## src/rtl/ex_mem_skid.sv

```systemverilog
// ex_mem_skid: two-entry skid FIFO between execute and memory stages, with
// overflow trap detection that squashes register and memory writes.
module ex_mem_skid #(
    parameter int W = 32
) (
    input  logic         clk,
    input  logic         rst,
    input  logic         flush,
    input  logic         in_valid,
    output logic         in_ready,
    input  logic [W-1:0] aluout,
    input  logic         compout,
    input  logic         overflow,
    input  logic         unsig,
    input  logic [4:0]   rd,
    input  logic [2:0]   ctl,
    input  logic [W-1:0] storedata,
    output logic         out_valid,
    input  logic         out_ready,
    output logic [W-1:0] out_aluout,
    output logic         out_compout,
    output logic [4:0]   out_rd,
    output logic [2:0]   out_ctl,
    output logic [W-1:0] out_storedata,
    output logic         exc_ovf,
    output logic [7:0]   ovf_count
);
    typedef enum logic [1:0] {EMPTY, ONE, FULL} state_t;
    typedef struct packed {
        logic [W-1:0] alu;
        logic         comp;
        logic [4:0]   rd;
        logic [2:0]   ctl;
        logic [W-1:0] sd;
    } entry_t;

    state_t     state_q, state_d;
    entry_t     head_q, head_d, skid_q, skid_d, in_e;
    logic       accept, pop, trap, trap_acc;
    logic       exc_q;
    logic [7:0] cnt_q;

    always_comb begin
        in_ready  = state_q != FULL;
        out_valid = state_q != EMPTY;
        accept    = in_valid & in_ready;
        pop       = out_valid & out_ready;
        trap      = overflow & ~unsig;
        trap_acc  = accept & trap & ~flush;
        // a trapping entry keeps memread but loses regwrite and memwrite
        in_e      = '{alu: aluout, comp: compout, rd: rd,
                      ctl: trap ? (ctl & 3'b010) : ctl, sd: storedata};
        state_d   = state_q;
        head_d    = head_q;
        skid_d    = skid_q;
        if (flush) begin
            state_d = EMPTY;
        end else begin
            unique case (state_q)
                EMPTY: if (accept) begin
                    state_d = ONE;
                    head_d  = in_e;
                end
                ONE: if (accept && pop) begin
                    head_d = in_e;
                end else if (accept) begin
                    state_d = FULL;
                    skid_d  = in_e;
                end else if (pop) begin
                    state_d = EMPTY;
                end
                FULL: if (pop) begin
                    state_d = ONE;
                    head_d  = skid_q;
                end
                default: state_d = EMPTY;
            endcase
        end
    end

    always_ff @(posedge clk) begin
        if (rst) begin
            state_q <= EMPTY;
            exc_q   <= 1'b0;
            cnt_q   <= '0;
        end else begin
            state_q <= state_d;
            exc_q   <= trap_acc;
            cnt_q   <= (trap_acc && cnt_q != 8'hFF) ? cnt_q + 8'd1 : cnt_q;
        end
    end

    always_ff @(posedge clk) begin
        head_q <= head_d;
        skid_q <= skid_d;
    end

    assign out_aluout    = head_q.alu;
    assign out_compout   = head_q.comp;
    assign out_rd        = head_q.rd;
    assign out_ctl       = out_valid ? head_q.ctl : 3'b000;
    assign out_storedata = head_q.sd;
    assign exc_ovf       = exc_q;
    assign ovf_count     = cnt_q;
endmodule

```

## config.mk

```make
export PLATFORM = sky130hd
export DESIGN_NAME = ex_mem_skid
export DESIGN_NICKNAME = d
export VERILOG_FILES = /design/src/rtl/ex_mem_skid.sv
export SDC_FILE = /design/constraint.sdc
export NUM_CORES = 1
export LEC_CHECK = 0
export ABC_AREA = 1
export BUFFER_PORTS_ARGS = -buffer_cell sky130_fd_sc_hd__buf_4
export CAP_MARGIN = 20
export CELL_PAD_IN_SITES_DETAIL_PLACEMENT = 1
export CELL_PAD_IN_SITES_GLOBAL_PLACEMENT = 2
export CORE_ASPECT_RATIO = 0.75
export CORE_MARGIN = 2
export CORE_UTILIZATION = 34
export DETAILED_ROUTE_END_ITERATION = 8
export PLACE_DENSITY_LB_ADDON = 0.1
export SYNTH_ARGS = -nofsm -noshare
export SYNTH_HDL_FRONTEND = slang
export SYNTH_SLANG_ARGS = --single-unit
```

## constraint.sdc

```tcl
create_clock -name clk -period 8.1 [get_ports clk]
set_clock_uncertainty 0.15 [all_clocks]
set_input_delay 0.405 -clock clk [delete_from_list [all_inputs] [get_ports clk]]
set_output_delay 0.405 -clock clk [all_outputs]
set_load 0.005 [all_outputs]
```

==> impl_metrics.env <==
export IMPL_status="completed"
export IMPL_die_h_um=124
export IMPL_core_area_mm2=0.0186
export IMPL_vias=4213
export IMPL_min_path_type="primary input to register"
export IMPL_p_clk_frac=0.431
export IMPL_regArea_mm2=0.00460
export IMPL_finalCriticalPeriod_ns=2.66
export IMPL_grt_max_degree=79
export IMPL_syn2layout_area_growth_pct=29.1
export IMPL_final_layout_size_suffix_gt1_frac=0.289
export IMPL_synth_edf_count=146
export IMPL_fin_ws_ns=5.44
export IMPL_total_leakage_power_nw=3.49
export IMPL_synth_simple_area_share=0.176
export IMPL_relSlewSlack=0.384
export IMPL_initial_core_util=0.350
export IMPL_drtAntennaViolNets=0
export IMPL_layout_common_cells="250 x nand2_1, 167 x buf_4, 146 x edfxtp_1"
export IMPL_fmax_mhz=376
export IMPL_p_sw_mw=0.386
export IMPL_fin_setup_tns_ns=0
export IMPL_die_x_um=164
export IMPL_gp_congestion=0.743
export IMPL_dieArea_mm2=0.0203
export IMPL_synthCells=567
export IMPL_num_nets_final=782
export IMPL_power_frac_comb=0.063
export IMPL_grt_use_met3=0.0466
export IMPL_ys_ff_latch=157
export IMPL_sw_frac_of_total=0.212
export IMPL_post_dp_hpwl_mm=9.38
export IMPL_viasPerCell=4.39
export IMPL_hold_violations=0
export IMPL_ys_warn_count=0
export IMPL_clock_latency_ns=0.42
export IMPL_peakVddDrop_uv=125
export IMPL_drt_iter0_drc=225
export IMPL_top_usage_layer="met2"
export IMPL_port_buffer_count=163
export IMPL_tightest_slew_ns=0.924
export IMPL_antenna_cells=0
export IMPL_yosysSeqAreaShare=0.706
export IMPL_synth_top_family_by_area="simple AND/OR/NAND/NOR gates"
export IMPL_grt_ovfl_total=0
export IMPL_multiInputGateArea_mm2=0.00125
export IMPL_power_internal_mw=1.43
export IMPL_grt_use_met2=0.242
export IMPL_power_density_mw_per_mm2=216
export IMPL_htree_levels=4
export IMPL_grt_util_met1=0.186
export IMPL_final_common_cell="nand2_1"
export IMPL_post_place_ws_ns=5.37
export IMPL_wl_per_cell_um=15.3
export IMPL_syn_avg_cell_area_um2=11.5
export IMPL_path_max_fanout=46
export IMPL_grt_antenna_before_repair=0
export IMPL_pwr_share_seq=0.506
export IMPL_path_clk_slew_ns=0.06
export IMPL_cts_num_sinks=157
export IMPL_start_kind="register"
export IMPL_rows=43
export IMPL_cts_max_path_buffers=2
export IMPL_synth_fa_ha_area_frac=0.00192
export IMPL_grt_total_usage=0.147
export IMPL_cts_tree="done"
export IMPL_yosys_area_share_xor_xnor=0.00134
export IMPL_async_reset_ff_frac=0
export IMPL_ys_types=25
export IMPL_synthFlopType="edfxtp_1"
export IMPL_maxCapViolCount=0
export IMPL_root_buffer="clkbuf_16"
export IMPL_end_kind="register"
export IMPL_min_period_over_period=0.328
export IMPL_fillers=2055
export IMPL_required_ns=8.00
export IMPL_wl_mm=14.6
export IMPL_critPathKind="register to register"
export IMPL_grt_pass1_vias=4343
export IMPL_cts_buffers=17
export IMPL_postCtsSetupBuffers=0
export IMPL_ios=164
export IMPL_grt_first_pass_wirelength_mm=22.4
export IMPL_synth_compound_area_frac=0.00998
export IMPL_drc=0
export IMPL_syn_nets=648
export IMPL_synthMuxAreaShare=0
export IMPL_synth_cell_area_mm2=0.00652
export IMPL_crit_arrival_ns=2.56
export IMPL_cts_resized=0
export IMPL_final_max_slew_violation_count=0
export IMPL_firstDrtPassIters=4
export IMPL_grt_setup_unrepaired="false"
export IMPL_setup_viol=0
-- final cells by class --
| cell class | instances | share of cell area |
|---|---|---|
| Sequential cell | 157 | 0.547 |
| Inverter | 22 | 0.00982 |
| Clock inverter | 12 | 0.0165 |
| Multi-Input combinational cell | 302 | 0.149 |
| Tap cell | 247 | 0.0367 |
| Clock buffer | 18 | 0.0510 |
| Timing Repair Buffer | 201 | 0.189 |
-- through the flow --
step	utilization	instances	power, mW	hold slack (ns)	cell area (um2)
finish	0.452	959	1.82	0.0223	8410
global route	0.452	959	1.88	0.000477	8410
CTS	0.450	955	1.84	0.000647	8370
detailed placement	0.403	895	1.04	0.351	7500
global placement	0.403	895	1.04	0.342	7500
floorplan	-	567	0.987	0.333	6520
-- power groups by stage --
stage               combinational (mW)  sequential [mW]  clock, mW
finish                           0.115            0.918      0.783
CTS                              0.116            0.919      0.806
global placement                 0.101            0.935          0
floorplan                       0.0524            0.935          0
global route                     0.129            0.920      0.833
detailed placement               0.104            0.936          0
-- sequential cells by signal, summed over array words and instances (netlist names) --
| name | flops |
|---|---|
| head_q | 3 |
| state_q | 2 |
| out_rd | 5 |
| skid_q | 73 |
| ovf_count | 8 |
| exc_ovf | 1 |
| out_storedata | 32 |
| out_compout | 1 |
| out_aluout | 32 |
-- repair_timing --
action,CTS,global route
endpoints found under the setup margin,0,0
hold endpoints to repair,30,4
hold buffers,30,4
-- critical path, cell delays in order (launching register included) --
cell and delay [ns]:
dfxtp_1 0.35, inv_1 0.12, nand2_1 0.10, nand2_1 0.07, o211ai_1 0.14, nor2_4 0.67
buf_4 0.65
-- cells by family after synthesis --
group | Yosys count
AOI/OAI and AO/OA | 12
DFF | 157
adders and majority gates | 1
and+or+nand+nor | 288
buffers and inverters | 108
xor gates and xnor gates | 1
-- layer usage --
| metal | up-vias | routed length [um] |
|---|---|---|
| met3 | 17 | 855 |
| met5 | - | 0 |
| met1 | 2025 | 6380 |
| met4 | 0 | 190 |
| met2 | 113 | 7220 |
| li1 | 2058 | - |
-- cell usage after synthesis, types with 2 or more instances --
cell      instances  area, um2
nand4_1           3       18.8
edfxtp_1        146       4380
a21oi_1           7       35.0
buf_4            69        518
nand3_1           8       40.0
nor2_1           17       63.8
nand2_1         250        938
buf_2            10       50.1
inv_1            21       78.8
clkbuf_1          7       26.3
o21ai_0           3       15.0
nor2_4            2       22.5
nand2_2           2       12.5
dfxtp_1          11        220
-- worst paths after layout --
check | start | endpoint | slack [ns] | depth (start not counted)
min reg2reg | skid_q[55] | out_aluout[14] | 0.36 | 2
max reg2reg | state_q[1] | out_aluout[29] | 5.44 | 6
max | state_q[1] | out_aluout[29] | 5.44 | 6
min | storedata[27] | skid_q[27] | 0.02 | 1
Note: power is estimated with default switching activity, not from simulation.
